===== src/rtl/eva_regfile_pkg.sv =====
// Shared types and constants for the EVA AHB-Lite register block.
package eva_regfile_pkg;

    // state | meaning
    // IDLE  | no data phase in progress, ready high
    // WAIT  | OKAY data phase, inserting wait states (ready low)
    // LAST  | final OKAY data-phase cycle; write commits / read data driven
    // ERR1  | first ERROR cycle (ready low)
    // ERR2  | second ERROR cycle (ready high), no new transfer accepted
    typedef enum logic [2:0] {
        IDLE = 3'd0,
        WAIT = 3'd1,
        LAST = 3'd2,
        ERR1 = 3'd3,
        ERR2 = 3'd4
    } state_e;

    // Word offsets within the 32-byte window (haddr[4:2])
    localparam logic [2:0] OFS_ID      = 3'd0;
    localparam logic [2:0] OFS_SCRATCH = 3'd1;
    localparam logic [2:0] OFS_CTRL    = 3'd2;
    localparam logic [2:0] OFS_LOAD    = 3'd3;
    localparam logic [2:0] OFS_COUNT   = 3'd4;
    localparam logic [2:0] OFS_STAT    = 3'd5;
    localparam logic [2:0] OFS_MASK    = 3'd6;
    localparam logic [2:0] OFS_SET     = 3'd7;

    localparam logic [1:0] HRESP_OKAY  = 2'b00;
    localparam logic [1:0] HRESP_ERROR = 2'b01;

    localparam logic [2:0] HSIZE_WORD  = 3'b010;

    localparam int CTRL_EN   = 0;
    localparam int CTRL_AUTO = 1;

    // "EVA" is not expressible in hex digits; E7A0 stands in for it.
    localparam logic [31:0] ID_DEFAULT = 32'hE7A0_0001;

endpackage


===== src/rtl/eva_regfile_timer.sv =====
// Down-counting timer: COUNT register, reload on terminal count, fire pulse.
module eva_regfile_timer (
    input  logic        hclk,
    input  logic        rst_n,
    input  logic        i_en,
    input  logic        i_auto,
    input  logic        i_load_wr,
    input  logic [31:0] i_wdata,
    input  logic [31:0] i_load_val,
    output logic [31:0] o_count,
    output logic        o_fire,
    output logic        o_en_clr
);

    logic [31:0] r_count;

    // A LOAD write pre-empts the terminal-count event in the same cycle.
    assign o_fire   = i_en & ~i_load_wr & (r_count == 32'd0);
    assign o_en_clr = o_fire & ~i_auto;
    assign o_count  = r_count;

    // COUNT: load on LOAD write, reload or hold at terminal count, else decrement while enabled
    always_ff @(posedge hclk) begin
        if (!rst_n) begin
            r_count <= 32'd0;
        end else if (i_load_wr) begin
            r_count <= i_wdata;
        end else if (o_fire) begin
            if (i_auto) begin
                r_count <= i_load_val;
            end
        end else if (i_en) begin
            r_count <= r_count - 32'd1;
        end
    end

endmodule


===== src/rtl/eva_ahb_regfile.sv =====
// AHB-Lite slave register block: ID, scratch, timer control and interrupt registers.
module eva_ahb_regfile
    import eva_regfile_pkg::*;
#(
    parameter logic [31:0] BASE_ADDR   = 32'h4000_0000,
    parameter int          WAIT_STATES = 0,
    parameter logic [31:0] ID_VALUE    = ID_DEFAULT,
    parameter int          NUM_IRQ     = 8
) (
    input  logic        hclk,
    input  logic        rst_n,
    input  logic        hsel,
    input  logic [1:0]  htrans,
    input  logic        hwrite,
    input  logic [31:0] haddr,
    input  logic [2:0]  hsize,
    input  logic [31:0] hwdata,
    input  logic        hready_in,
    output logic        hready_out,
    output logic [1:0]  hresp,
    output logic [31:0] hrdata,
    output logic [31:0] intr
);

    localparam logic [3:0] WCNT_INIT = (WAIT_STATES > 0) ? 4'(WAIT_STATES - 1) : 4'd0;

    state_e              r_state;
    logic [3:0]          r_wcnt;
    logic [2:0]          r_ofs;
    logic                r_wr;
    logic                r_hready_out;
    logic [1:0]          r_hresp;

    logic [31:0]         r_scratch;
    logic                r_ctrl_en;
    logic                r_ctrl_auto;
    logic [31:0]         r_load;
    logic [NUM_IRQ-1:0]  r_stat;
    logic [NUM_IRQ-1:0]  r_mask;

    logic                w_err;
    logic                w_accept;
    logic                w_commit;
    logic                w_load_wr;
    logic [31:0]         w_count;
    logic                w_fire;
    logic                w_en_clr;
    logic [NUM_IRQ-1:0]  w_stat_set;
    logic [NUM_IRQ-1:0]  w_stat_clr;
    logic [31:0]         w_rdata;
    logic [31:0]         w_intr;
    logic                w_unused;

    // htrans[0] only distinguishes SEQ from NONSEQ, which this slave treats alike.
    assign w_unused = &{1'b0, htrans[0]};

    assign w_err = (haddr[31:5] != BASE_ADDR[31:5]) | (haddr[1:0] != 2'b00) |
                   (hsize != HSIZE_WORD);

    // ERR2 is deliberately excluded: a transfer presented there is dropped.
    assign w_accept = hsel & htrans[1] & hready_in & ((r_state == IDLE) | (r_state == LAST));

    assign w_commit  = (r_state == LAST) & r_wr;
    assign w_load_wr = w_commit & (r_ofs == OFS_LOAD);

    assign hready_out = r_hready_out;
    assign hresp      = r_hresp;
    assign hrdata     = w_rdata;
    assign intr       = w_intr;

    // AHB data-phase sequencer with registered ready/response
    always_ff @(posedge hclk) begin
        if (!rst_n) begin
            r_state      <= IDLE;
            r_wcnt       <= 4'd0;
            r_ofs        <= 3'd0;
            r_wr         <= 1'b0;
            r_hready_out <= 1'b1;
            r_hresp      <= HRESP_OKAY;
        end else begin
            if (w_accept) begin
                r_ofs <= haddr[4:2];
                r_wr  <= hwrite;
            end
            case (r_state)
                IDLE, LAST: begin
                    if (w_accept && w_err) begin
                        r_state      <= ERR1;
                        r_hready_out <= 1'b0;
                        r_hresp      <= HRESP_ERROR;
                    end else if (w_accept && (WAIT_STATES > 0)) begin
                        r_state      <= WAIT;
                        r_wcnt       <= WCNT_INIT;
                        r_hready_out <= 1'b0;
                        r_hresp      <= HRESP_OKAY;
                    end else if (w_accept) begin
                        r_state      <= LAST;
                        r_hready_out <= 1'b1;
                        r_hresp      <= HRESP_OKAY;
                    end else begin
                        r_state      <= IDLE;
                        r_hready_out <= 1'b1;
                        r_hresp      <= HRESP_OKAY;
                    end
                end
                WAIT: begin
                    r_hresp <= HRESP_OKAY;
                    if (r_wcnt == 4'd0) begin
                        r_state      <= LAST;
                        r_hready_out <= 1'b1;
                    end else begin
                        r_wcnt <= r_wcnt - 4'd1;
                    end
                end
                ERR1: begin
                    r_state      <= ERR2;
                    r_hready_out <= 1'b1;
                    r_hresp      <= HRESP_ERROR;
                end
                ERR2: begin
                    r_state      <= IDLE;
                    r_hready_out <= 1'b1;
                    r_hresp      <= HRESP_OKAY;
                end
                default: begin
                    r_state      <= IDLE;
                    r_hready_out <= 1'b1;
                    r_hresp      <= HRESP_OKAY;
                end
            endcase
        end
    end

    // STAT set/clear sources; hardware set wins over W1C on the same bit
    always_comb begin
        w_stat_set = '0;
        w_stat_clr = '0;
        if (w_commit && (r_ofs == OFS_SET)) begin
            w_stat_set = hwdata[NUM_IRQ-1:0];
        end
        if (w_fire) begin
            w_stat_set[0] = 1'b1;
        end
        if (w_commit && (r_ofs == OFS_STAT)) begin
            w_stat_clr = hwdata[NUM_IRQ-1:0];
        end
    end

    // Register file writes, committed at the end of the LAST cycle
    always_ff @(posedge hclk) begin
        if (!rst_n) begin
            r_scratch   <= 32'd0;
            r_ctrl_en   <= 1'b0;
            r_ctrl_auto <= 1'b0;
            r_load      <= 32'd0;
            r_stat      <= '0;
            r_mask      <= '0;
        end else begin
            if (w_commit && (r_ofs == OFS_SCRATCH)) begin
                r_scratch <= hwdata;
            end
            // A CTRL write in the same cycle as a one-shot fire keeps the written EN.
            if (w_commit && (r_ofs == OFS_CTRL)) begin
                r_ctrl_en   <= hwdata[CTRL_EN];
                r_ctrl_auto <= hwdata[CTRL_AUTO];
            end else if (w_en_clr) begin
                r_ctrl_en <= 1'b0;
            end
            if (w_load_wr) begin
                r_load <= hwdata;
            end
            if (w_commit && (r_ofs == OFS_MASK)) begin
                r_mask <= hwdata[NUM_IRQ-1:0];
            end
            r_stat <= (r_stat & ~w_stat_clr) | w_stat_set;
        end
    end

    // Read mux, driven only during the LAST cycle of a read
    always_comb begin
        w_rdata = '0;
        if ((r_state == LAST) && !r_wr) begin
            case (r_ofs)
                OFS_ID:      w_rdata = ID_VALUE;
                OFS_SCRATCH: w_rdata = r_scratch;
                OFS_CTRL: begin
                    w_rdata[CTRL_EN]   = r_ctrl_en;
                    w_rdata[CTRL_AUTO] = r_ctrl_auto;
                end
                OFS_LOAD:    w_rdata = r_load;
                OFS_COUNT:   w_rdata = w_count;
                OFS_STAT:    w_rdata[NUM_IRQ-1:0] = r_stat;
                OFS_MASK:    w_rdata[NUM_IRQ-1:0] = r_mask;
                default:     w_rdata = '0;
            endcase
        end
    end

    // Interrupt vector from registered STAT and MASK
    always_comb begin
        w_intr = '0;
        w_intr[NUM_IRQ-1:0] = r_stat & r_mask;
    end

    eva_regfile_timer u_timer (
        .hclk       (hclk),
        .rst_n      (rst_n),
        .i_en       (r_ctrl_en),
        .i_auto     (r_ctrl_auto),
        .i_load_wr  (w_load_wr),
        .i_wdata    (hwdata),
        .i_load_val (r_load),
        .o_count    (w_count),
        .o_fire     (w_fire),
        .o_en_clr   (w_en_clr)
    );

endmodule


===== config.mk =====
export PLATFORM = sky130hd
export DESIGN_NAME = eva_ahb_regfile
export DESIGN_NICKNAME = d
export VERILOG_FILES = /design/src/rtl/eva_regfile_pkg.sv /design/src/rtl/eva_regfile_timer.sv /design/src/rtl/eva_ahb_regfile.sv
export SDC_FILE = /design/constraint.sdc
export NUM_CORES = 1
export LEC_CHECK = 0
export BUFFER_PORTS_ARGS = -buffer_cell sky130_fd_sc_hd__buf_2
export CAP_MARGIN = 10
export CORE_ASPECT_RATIO = 2
export CORE_MARGIN = 4
export CORE_UTILIZATION = 45
export CTS_CLUSTER_DIAMETER = 100
export CTS_CLUSTER_SIZE = 10
export DETAILED_ROUTE_END_ITERATION = 10
export GPL_TIMING_DRIVEN = 0
export PLACE_DENSITY_LB_ADDON = 0.05
export SETUP_SLACK_MARGIN = 0.02
export SLEW_MARGIN = 15
export SYNTH_ARGS = -nofsm -noshare
export SYNTH_HDL_FRONTEND = slang
export SYNTH_SLANG_ARGS = --single-unit

===== constraint.sdc =====
create_clock -name hclk -period 3.7 [get_ports hclk]
set_clock_uncertainty 0.05 [all_clocks]
set_input_delay 1.11 -clock hclk [delete_from_list [all_inputs] [get_ports hclk]]
set_output_delay 1.11 -clock hclk [all_outputs]
set_load 0.005 [all_outputs]

# --- Word-level counts from Yosys, hierarchy flattened ---
# Index checks and enable logic that the tools add are counted.
# W data, S select, Z words.
classes:
  addsub: 2
  eq_ne: 14
  mux: 22
  n_bitwise: 18
  n_reduce_logical: 18
ops:
  columns: ["op", "count"]
  rows:
  - ["$mux W32", 5]
  - ["$pmux W24 S4", 1]
  - ["$logic_not A32 Y1", 1]
  - ["$sub A32 B1 Y32 const B", 1]
  - ["$pmux W6 S5", 1]
  - ["$ne A27 B26 Y1 const B", 1]
  - ["$and A8 B8 Y8", 2]
  - ["$mux W8", 2]
  - ["$pmux W2 S7", 1]
  - ["$eq A3 B2 Y1 const B", 4]
  - ["$eq A3 B3 Y1 const B", 4]
  - ["$pmux W3 S3", 1]
  - ["$and A1 B1 Y1", 8]
  - ["$not A8 Y8", 1]
  - ["$or A8 B8 Y8", 1]
  - ["$logic_and A1 B1 Y1", 7]
  - ["$eq A3 B1 Y1 const B", 2]
  - ["$logic_not A3 Y1", 2]
  - ["$mux W1", 6]
  - ["$ne A3 B2 Y1 const B", 2]
  - ["$logic_not A4 Y1", 1]
  - ["$mux W2", 2]
  - ["$pmux W2 S2", 1]
  - ["$reduce_and A2 Y1", 2]
  - ["10 further kinds", 15]
totals:
  reg_bits: 128
  inputBits: 74
  out_inout_bits: 67

# --- Longest topological paths before layout ---
# Gate-level depths: netlist (run 1).
depth:
  ltp_word: 9
  ltp_mapped: 10
  mapped_depth_nobuf: 8

# --- Hierarchy ---
# From an unflattened synthesis (run 1), not the netlist that was laid out.
hier_totals:
  hier_cells: 927
  hier_area_um2: 7230.7
modules_own_cells:
  columns: ["module", "n_inst", "cells_per_inst", "area_per_inst_um2", "seq_area_each_um2"]
  rows:
  - ["eva_ahb_regfile", 1, 593, 4712.0, 1901.8]
  - ["eva_regfile_timer", 1, 334, 2518.7, 640.6]

# --- Least setup slack after synthesis (run 1) ---
# Ideal clock, no wire load.
synth_timing:
  kind: "register to output"
  from: "register r_ofs[1]"
  to: "output hrdata[14]"
  arrival_ns: 1.959
  required_time_ns: 2.540
  setup_slack_ns: 0.581
  path_stages_with_launch: 8
  n_path_buf: 3
  path_cell_list: "dfxtp_1 clkbuf_1 buf_1 buf_1 mux2i_1 nor2_1 a21oi_1 nor2_1"
synth_between:
  elab_chain_cells: 3
synth_lines:
  columns: ["element", "line", "rtl"]
  rows:
  - ["from (decl)", "eva_ahb_regfile.sv:29", "logic [2:0] r_ofs;"]
  - ["from (signal assigned)", "eva_ahb_regfile.sv:82", "r_ofs <= haddr[4:2];"]
  - ["$eq A3 B3 Y1 (tied with other cells)", "eva_ahb_regfile.sv:183", "case (r_ofs)"]
  - ["$pmux W24 S4 (*)", "eva_ahb_regfile.sv:183", null]
  - ["$mux W32 (*)", "eva_ahb_regfile.sv:182", "if ((r_state == LAST) && !r_wr) begin"]
  - ["to (decl)", "eva_ahb_regfile.sv:21", "output logic [31:0] hrdata,"]
# Every way passes the cells marked *; elsewhere a longest branch is shown, timed or not.

# --- Final worst setup path (run 1) ---
layout_timing:
  from: "register r_ofs[1]"
  to: "output hrdata[16]"
# Same word-level chain as after synthesis.

==> impl_metrics.yaml, run 1 <==
placement:
  io_buffer_count: 113
  dp_hpwl_um: 18800
  routabilityCongestion: 0.933
clock_tree:
  cts-root-buf: "clkbuf_16"
  cts-hold-fix-buffers: 0
  h-tree-depth: 4
  clk_latency_ns: 0.42
  clockBufferDepth: 2
  numCtsBuffers: 17
  clock-sinks: 127
  clk_pin_slew_ns: 0.06
  cts_tree: "yes"
synthesis:
  ys_warn_count: 0
  synth-simple-area-share_pct: 25.9
  synthArstFlopShare_pct: 0
  synth_mux_area_share_pct: 5.41
  synth.avg_cell_area_um2: 7.46
  synth_edf_count: 0
  synth_xor_area_share_pct: 2.01
  seq_area_frac_synth_pct: 36.4
  synth_top_family_by_area: "simple AND/OR/NAND/NOR gates"
  ys_ff_latch: 127
  synth_ff_type: "dfxtp_1"
  syn_area_um2: 6990
  ys_types: 68
  synth_compound_area_share_pct: 22.3
  synth_fa_ha_area_share_pct: 0.358
  syn_inst: 937
global_route:
  grt_first_pass_wirelength_um: 38800
  grt_pass1_vias: 7383
  grt_max_degree: 17
  grt_usage_pct: 29.1
  antenna_found_initial: 0
  grt_overflow: 0
detailed_routing:
  drc_errors: 0
  route.vias.total: 7509
  wl_per_cell_um: 19.4
  vias_per_cell: 5.77
  dr.pass1.iters: 7
  drt_iter0_markers: 507
  routed_wl_um: 25200
  ant_nets: 0
timing:
  hold_viol: 0
  worst_slew_pin_slew_ns: 1.06
  setup_viol: 0
  rsz0062_at_grt: "true"
  final_max_slew_viol_count: 0
  fmax_mhz: 278
  period_needed_ns: 3.60
  timing.slew.headroom_pct: 29.0
  period_share_pct: 97.2
critical_path:
  crit_required_ns: 2.54
  crit_chain: "clkbuf_2, buf_2, buf_4, mux2i_1, nor2_1, a21oi_1, nor2_1, buf_2"
  critical-path-slowest-cell: "buf_2"
  critPathMaxFanout: 10
  end_kind: "output port"
  arrival_ns: 2.44
  critPathKind: "flip-flop to output port"
  cpPeakStageDelay_ns: 0.40
  start_kind: "flip-flop"
power_and_ir_drop:
  internal_power_mw: 2.67
  p_sw_mw: 0.778
  switching_share_pct: 22.6
  ir_drop_v: 0.000318
  p_comb_share_pct: 5.6
  clkPwrFrac_pct: 54.5
  seqPwrFrac_pct: 39.9
  powerDensity_nw_per_um2: 402
  p_leak_nw: 3.41
  power_mw: 3.44
floorplanning:
  rows: 64
  die_y_um: 184
  boundaryPins: 141
  die_area_um2: 17700
  dieWidth_um: 96.1
  core_area_um2: 15300
  start_util_pct: 45.7
min_path:
  min_path_type: "flip-flop to flip-flop"
final_layout:
  drive_gt1_share_pct: 20.0
  diodes: 0
  utilization_pct: 56.1
  layout.nets: 1166
  area_growth_pct: 22.8
flow_run:
  max-cap-violations: 0
run_status:
  status: "complete, no violations"
==> cells in the mapped netlist (all sizes together) (11+ instances only) <==
cell | number | area share [%]
o21ai | 33 | 2.4
nor3 | 20 | 1.6
a21oi | 118 | 8.5
nand3 | 12 | 0.93
nor4 | 20 | 2.4
dfxtp | 127 | 36
buf | 39 | 3.7
or3 | 11 | 0.99
mux2i | 31 | 4.4
a31oi | 17 | 1.5
inv | 18 | 0.97
o211ai | 21 | 2.3
nor2 | 108 | 5.8
nand2 | 174 | 9.4
clkbuf | 50 | 2.7
==> sequential cells by signal, indices dropped and copies added, names as in the netlist <==
| name | count |
|---|---|
| hready_out | 1 |
| hresp | 1 |
| r_ctrl_auto | 1 |
| r_ctrl_en | 1 |
| r_load | 32 |
| r_mask | 8 |
| r_ofs | 3 |
| r_scratch | 32 |
| r_stat | 8 |
| r_state | 3 |
| r_wcnt | 4 |
| r_wr | 1 |
| u_timer.o_count | 32 |
==> per-layer routing <==
metal	vias to the layer above	GRT usage (%)	wire, um
li1	3557	-	-
met1	3479	30.9	9010
met2	357	51.1	13100
met3	116	4.33	1470
met4	0	19.6	1580
met5	-	0	0
==> stage by stage <==
stage | cell area [um^2] | hold WS [ns] | setup slack (ns) | cells | TNS (ns)
after floorplan | 7080 | 0.384 | 0.581 | 961 | 0
after global placement | 7890 | 0.390 | -0.356 | 1272 | -3.38
after detailed placement | 7890 | 0.395 | -0.396 | 1272 | -3.64
after CTS | 8570 | 0.405 | 0.0399 | 1301 | 0
after global routing | 8580 | 0.415 | -0.0237 | 1301 | -0.0303
final | 8580 | 0.400 | 0.104 | 1301 | 0
==> final cells by class <==
type / count / area, um^2
Buffer: 85 / 453
Clock buffer: 20 / 447
Clock inverter: 12 / 208
Fill cell: 1527 / 6720
Inverter: 20 / 76.3
Multi-Input combinational cell: 725 / 4030
Sequential cell: 127 / 2540
Tap cell: 198 / 248
Timing Repair Buffer: 114 / 573
==> path summary, 6_finish.rpt <==
| kind | start | to | slack, ns | depth (start not counted) |
|---|---|---|---|---|
| worst max-delay path | r_ofs[1] | hrdata[16] | 0.10 | 8 |
| worst min-delay path | hready_out | hready_out | 0.40 | 2 |
| worst max register to register | r_ofs[2] | u_timer.o_count[16] | 0.31 | 8 |
| worst min register to register | hready_out | hready_out | 0.40 | 2 |
==> worst max-delay path, delay by kind of cell (launching register included) <==
| family | cells | cell delay (ns) |
|---|---|---|
| buffers and inverters | 4 | 1.14 |
| muxes | 1 | 0.22 |
| AOI/OAI and AO/OA | 1 | 0.17 |
| and+or+nand+nor | 2 | 0.10 |
| DFF | 1 | 0.39 |
==> cells in the final DEF, fill, tap and decap left out, drive strengths merged, types with 10 or more instances in the layout <==
cell type  synthesis  final
nor2             108    108
a21oi            118    118
buf               39    154
clkbuf            50     65
o211ai            21     21
dfxtp            127    127
nand2            174    174
or3               11     11
nor4              20     20
inv               18     20
o21ai             33     33
conb               1     25
a31oi             17     17
nand3             12     12
mux2i             31     31
and2              10     10
nor3              20     20
==> power groups by stage <==
stage	combinational, mW	sequential, mW	clock, mW
after floorplan	0.0940	1.40	0
after global placement	0.187	1.40	0
after detailed placement	0.187	1.40	0
after CTS	0.189	1.37	1.88
after global routing	0.210	1.37	1.95
final	0.192	1.37	1.88
==> repair_timing <==
action	in CTS	in global routing
setup endpoints to repair	32	17
pin swaps	0	1
setup buffers	0	1
resized for setup	16	8
==> kinds of logic after synthesis <==
| family | count (synthesis) |
|---|---|
| and+or+nand+nor | 392 |
| muxes | 37 |
| DFF | 127 |
| adders and majority gates | 2 |
| xor gates and xnor gates | 16 |
| buffers and inverters | 109 |
| other | 1 |
| AOI/OAI and AO/OA | 253 |
Note: power is estimated with default switching activity, not from simulation.
==> run 2, diff against run 1 <==
- CORE_UTILIZATION: 45 -> 55
==> impl_metrics.yaml, run 2 (synthesis results as in run 1) <==
detailed_routing:
  vias_per_cell: 6.09
  ant_nets: 0
  drc_errors: 0
  drt_iter0_markers: 708
  dr.pass1.iters: 5
  route.vias.total: 7629
  wl_per_cell_um: 19.5
  routed_wl_um: 24500
final_layout:
  fin_area_um2: 8430
  layoutNonFillerInstCount: 1253
  area_growth_pct: 20.7
  layout_common_cells: "nand2_1, dfxtp_1, buf_2"
  mostFrequentLayoutCell: "nand2_1"
  utilization_pct: 67.6
  drive_gt1_share_pct: 19.8
  layout.nets: 1166
  diodes: 0
clock_tree:
  clockBufferDepth: 2
  h-tree-depth: 4
  cts_tree: "yes"
  clk_latency_ns: 0.43
  clk_pin_slew_ns: 0.06
  post_cts_buffers: 0
  cts-root-buf: "clkbuf_16"
  clock-sinks: 127
  numCtsBuffers: 17
floorplanning:
  rows: 58
  die_area_um2: 14700
  start_util_pct: 56.0
  boundaryPins: 141
  core_area_um2: 12500
  die_y_um: 167
  dieWidth_um: 87.7
placement:
  placed_cell_area_um2: 7830
  routabilityCongestion: 0.973
  dp_slack_ns: -0.356
  io_buffer_count: 113
  dp_hpwl_um: 18000
  dp_cells: 1224
timing:
  whs_ns: 0.390
  rsz0062_at_grt: "true"
  setup_viol: 0
  setup_slack_ns: 0.106
  hold_viol: 0
  tns_ns: 0
  timing.slew.headroom_pct: 30.4
  worst_slew_pin_slew_ns: 1.04
  fmax_mhz: 278
  period_share_pct: 97.1
  final_max_slew_viol_count: 0
  period_needed_ns: 3.59
power_and_ir_drop:
  p_leak_nw: 3.36
  ir_drop_v: 0.000389
  powerDensity_nw_per_um2: 383
  power_mw: 3.23
critical_path:
  critical-path-slowest-cell: "or4_4"
  critPathMaxFanout: 10
  cp_top_family: "simple AND/OR/NAND/NOR gates"
  crit_required_ns: 2.54
  crit_chain: "clkbuf_1, or4_4, or3b_4, buf_4, nor2_2, buf_2"
  cp.depth: 6
  end_kind: "output port"
  path_buf_inv: 3
  arrival_ns: 2.43
  critPathKind: "flip-flop to output port"
  cpPeakStageDelay_ns: 0.57
  rr_worst_depth: 8
  start_kind: "flip-flop"
global_route:
  grt_max_degree: 17
  grt_pass1_vias: 7441
  grt_first_pass_wirelength_um: 38400
  antenna_found_initial: 0
  grt_usage_pct: 33.9
  grt_overflow: 0
flow_run:
  max-cap-violations: 0
min_path:
  hold-path-cell-count: 2
  min_path_type: "flip-flop to flip-flop"
run_status:
  status: "complete, no violations"
[run 2: changes by cell type in the layout (fill, tap and decap cells not counted), moves of 2 or more]
cell        previous run  this run
clkbuf_2               8         5
clkinv_2               1         3
buf_4                 29        27
clkbuf_4               0         2
bufinv_16              5         2
clkinvlp_4             3         6
clkbuf_1              39        42
[run 2: repair_timing]
item / 4_1_cts / 5_1_grt
resized for setup: 14 / 8
setup endpoints to repair: 32 / 27
hold buffers: 0 / 0
[run 2: where the power goes]
| part | leakage [nW] | total [mW] | switching (mW) | internal, mW |
|---|---|---|---|---|
| sequential | 1.02 | 1.37 | 0.00229 | 1.37 |
| combinational | 2.07 | 0.191 | 0.116 | 0.0746 |
| clock | 0.262 | 1.67 | 0.675 | 0.990 |
| total | 3.36 | 3.23 | 0.794 | 2.44 |
[run 2: metal layers]
metal  track usage, %  share of wire (%)  vias up
met1             36.4                 35     3523
met3             6.55                7.2      116
met5                0                  0        -
met2             58.4                 52      420
met4             22.2                6.2        0
li1                 -                  -     3570
[run 2: tightest hold or removal path: cells and delay by family (launching register included)]
kind / cells / cell delay (ns)
flops: 1 / 0.31
simple gates: 2 / 0.09
[run 2: cell type report]
type                            count  area [um^2]
Buffer                             86          457
Clock buffer                       19          433
Clock inverter                     13          141
Fill cell                        1167         4050
Inverter                           20         76.3
Multi-Input combinational cell    725         4030
Sequential cell                   127         2540
Tap cell                          150          188
Timing Repair Buffer              113          566
[run 2: worst paths after layout]
| kind | end | from | slack [ns] |
|---|---|---|---|
| setup reg to reg | u_timer.o_count[10] | r_ofs[2] | 0.47 |
| hold / removal | hready_out | hready_out | 0.39 |
| hold reg to reg | hready_out | hready_out | 0.39 |
| setup / recovery | hrdata[25] | r_state[2] | 0.11 |
==> run 3, diff against run 2 <==
- CORE_MARGIN: 4 -> 2
==> impl_metrics.yaml, run 3 (synthesis results as in run 1) <==
run_status:
  status: "complete, no violations"
global_route:
  grt_overflow: 0
  antenna_found_initial: 0
  grt_max_degree: 17
  grt_first_pass_wirelength_um: 36900
  grt_usage_pct: 34.5
  grt_pass1_vias: 7106
floorplanning:
  die_y_um: 163
  boundaryPins: 141
  dieWidth_um: 83.7
  start_util_pct: 56.0
  rows: 58
  die_area_um2: 13700
  core_area_um2: 12500
min_path:
  min_path_type: "flip-flop to flip-flop"
final_layout:
  layout.nets: 1165
  drive_gt1_share_pct: 19.8
  layout_common_cells: "nand2_1, dfxtp_1, buf_2"
  seq_area_um2: 2540
  nFillCells: 1140
  multiInputGateArea_um2: 4030
  mostFrequentLayoutCell: "nand2_1"
  layoutNonFillerInstCount: 1252
  diodes: 0
  area_growth_pct: 20.8
detailed_routing:
  route.vias.total: 7551
  drt_iter0_markers: 786
  routed_wl_um: 23900
  wl_per_cell_um: 19.1
  drc_errors: 0
  dr.pass1.iters: 6
  ant_nets: 0
  vias_per_cell: 6.03
power_and_ir_drop:
  powerDensity_nw_per_um2: 385
  power_mw: 3.25
  p_leak_nw: 3.36
  ir_drop_v: 0.000360
flow_run:
  max-cap-violations: 0
critical_path:
  critPathMaxFanout: 10
  crit_required_ns: 2.54
  crit_chain: "or4_4, or3b_4, clkbuf_4, nor2_1, buf_2"
  cpPeakStageDelay_ns: 0.58
  cp_top_family: "simple AND/OR/NAND/NOR gates"
  path_buf_inv: 2
  arrival_ns: 2.43
  critPathKind: "flip-flop to output port"
  end_kind: "output port"
  start_kind: "flip-flop"
  critical-path-slowest-cell: "or4_4"
timing:
  hold_viol: 0
  tns_ns: 0
  period_needed_ns: 3.59
  final_max_slew_viol_count: 0
  fmax_mhz: 279
  rsz0062_at_grt: "false"
  timing.slew.headroom_pct: 26.5
  worst_slew_pin_slew_ns: 1.09
  setup_viol: 0
  period_share_pct: 97.0
  setup_slack_ns: 0.113
clock_tree:
  clock-sinks: 127
  numCtsBuffers: 17
  cts-hold-fix-buffers: 0
  cts-root-buf: "clkbuf_16"
  clk_pin_slew_ns: 0.06
  clockBufferDepth: 2
  h-tree-depth: 4
  clk_latency_ns: 0.43
  cts_tree: "yes"
placement:
  dp_hpwl_um: 17400
  io_buffer_count: 113
  dp_slack_ns: -0.317
  dp_cells: 1224
  routabilityCongestion: 0.985
run 3: cell count changes in the layout (fill, tap and decap cells not counted), sizes merged:
cell | before | now
buf | 152 | 151
clkbuf | 66 | 67
clkinvlp | 6 | 5
run 3: final timing paths:
| check | slack, ns | cells past startpoint | startpoint | end |
|---|---|---|---|---|
| worst max-delay path | 0.11 | 5 | r_state[2] | hrdata[25] |
| worst min-delay path | 0.40 | 2 | hready_out | hready_out |
| worst max register to register | 0.30 | 8 | r_ofs[2] | u_timer.o_count[16] |
| worst min register to register | 0.40 | 2 | hready_out | hready_out |
run 3: where the power goes:
group	total (mW)	internal [mW]	switching (mW)
clock network	1.68	1.01	0.672
logic	0.191	0.0745	0.116
registers	1.37	1.37	0.00255
total	3.25	2.46	0.790
run 3: cell type report:
cell class,instances,share of cell area (%)
multi-input combinational,725,47.7
sequential,127,30.1
timing repair buffer,113,6.70
buffer,85,5.37
clock buffer,20,5.29
tap,150,2.22
clock inverter,12,1.63
inverter,20,0.905
run 3: worst register-to-register path: stages (launching register included):
cell and delay (ns):
dfxtp_1 0.30, clkbuf_1 0.19, nand2b_2 0.40, nor3_2 0.56, nor2_1 0.20, a21oi_1 0.37
buf_2 0.36, clkbuf_1 0.65, a31oi_1 0.18
run 3: through the flow:
step	utilization, %	hold slack [ns]	area [um^2]
after CTS	67.6	0.403	8430
after global placement	62.7	0.379	7830
after floorplan	-	0.384	7080
after global routing	67.6	0.425	8440
after detailed placement	62.8	0.392	7830
final	67.6	0.397	8440
run 3: timing repair:
item | 4_1_cts | 5_1_grt
pin swaps | 0 | 0
resized for setup | 14 | 7
endpoints found under the hold margin | 0 | 0
setup endpoints to repair | 32 | 19
setup buffers | 0 | 0
run 3: routing by layer:
metal  GRT usage [%]  part of all wire, %
met2            61.9                   51
met5               0                    0
met1            37.3                   36
met4            22.7                  5.9
met3            4.90                  6.9
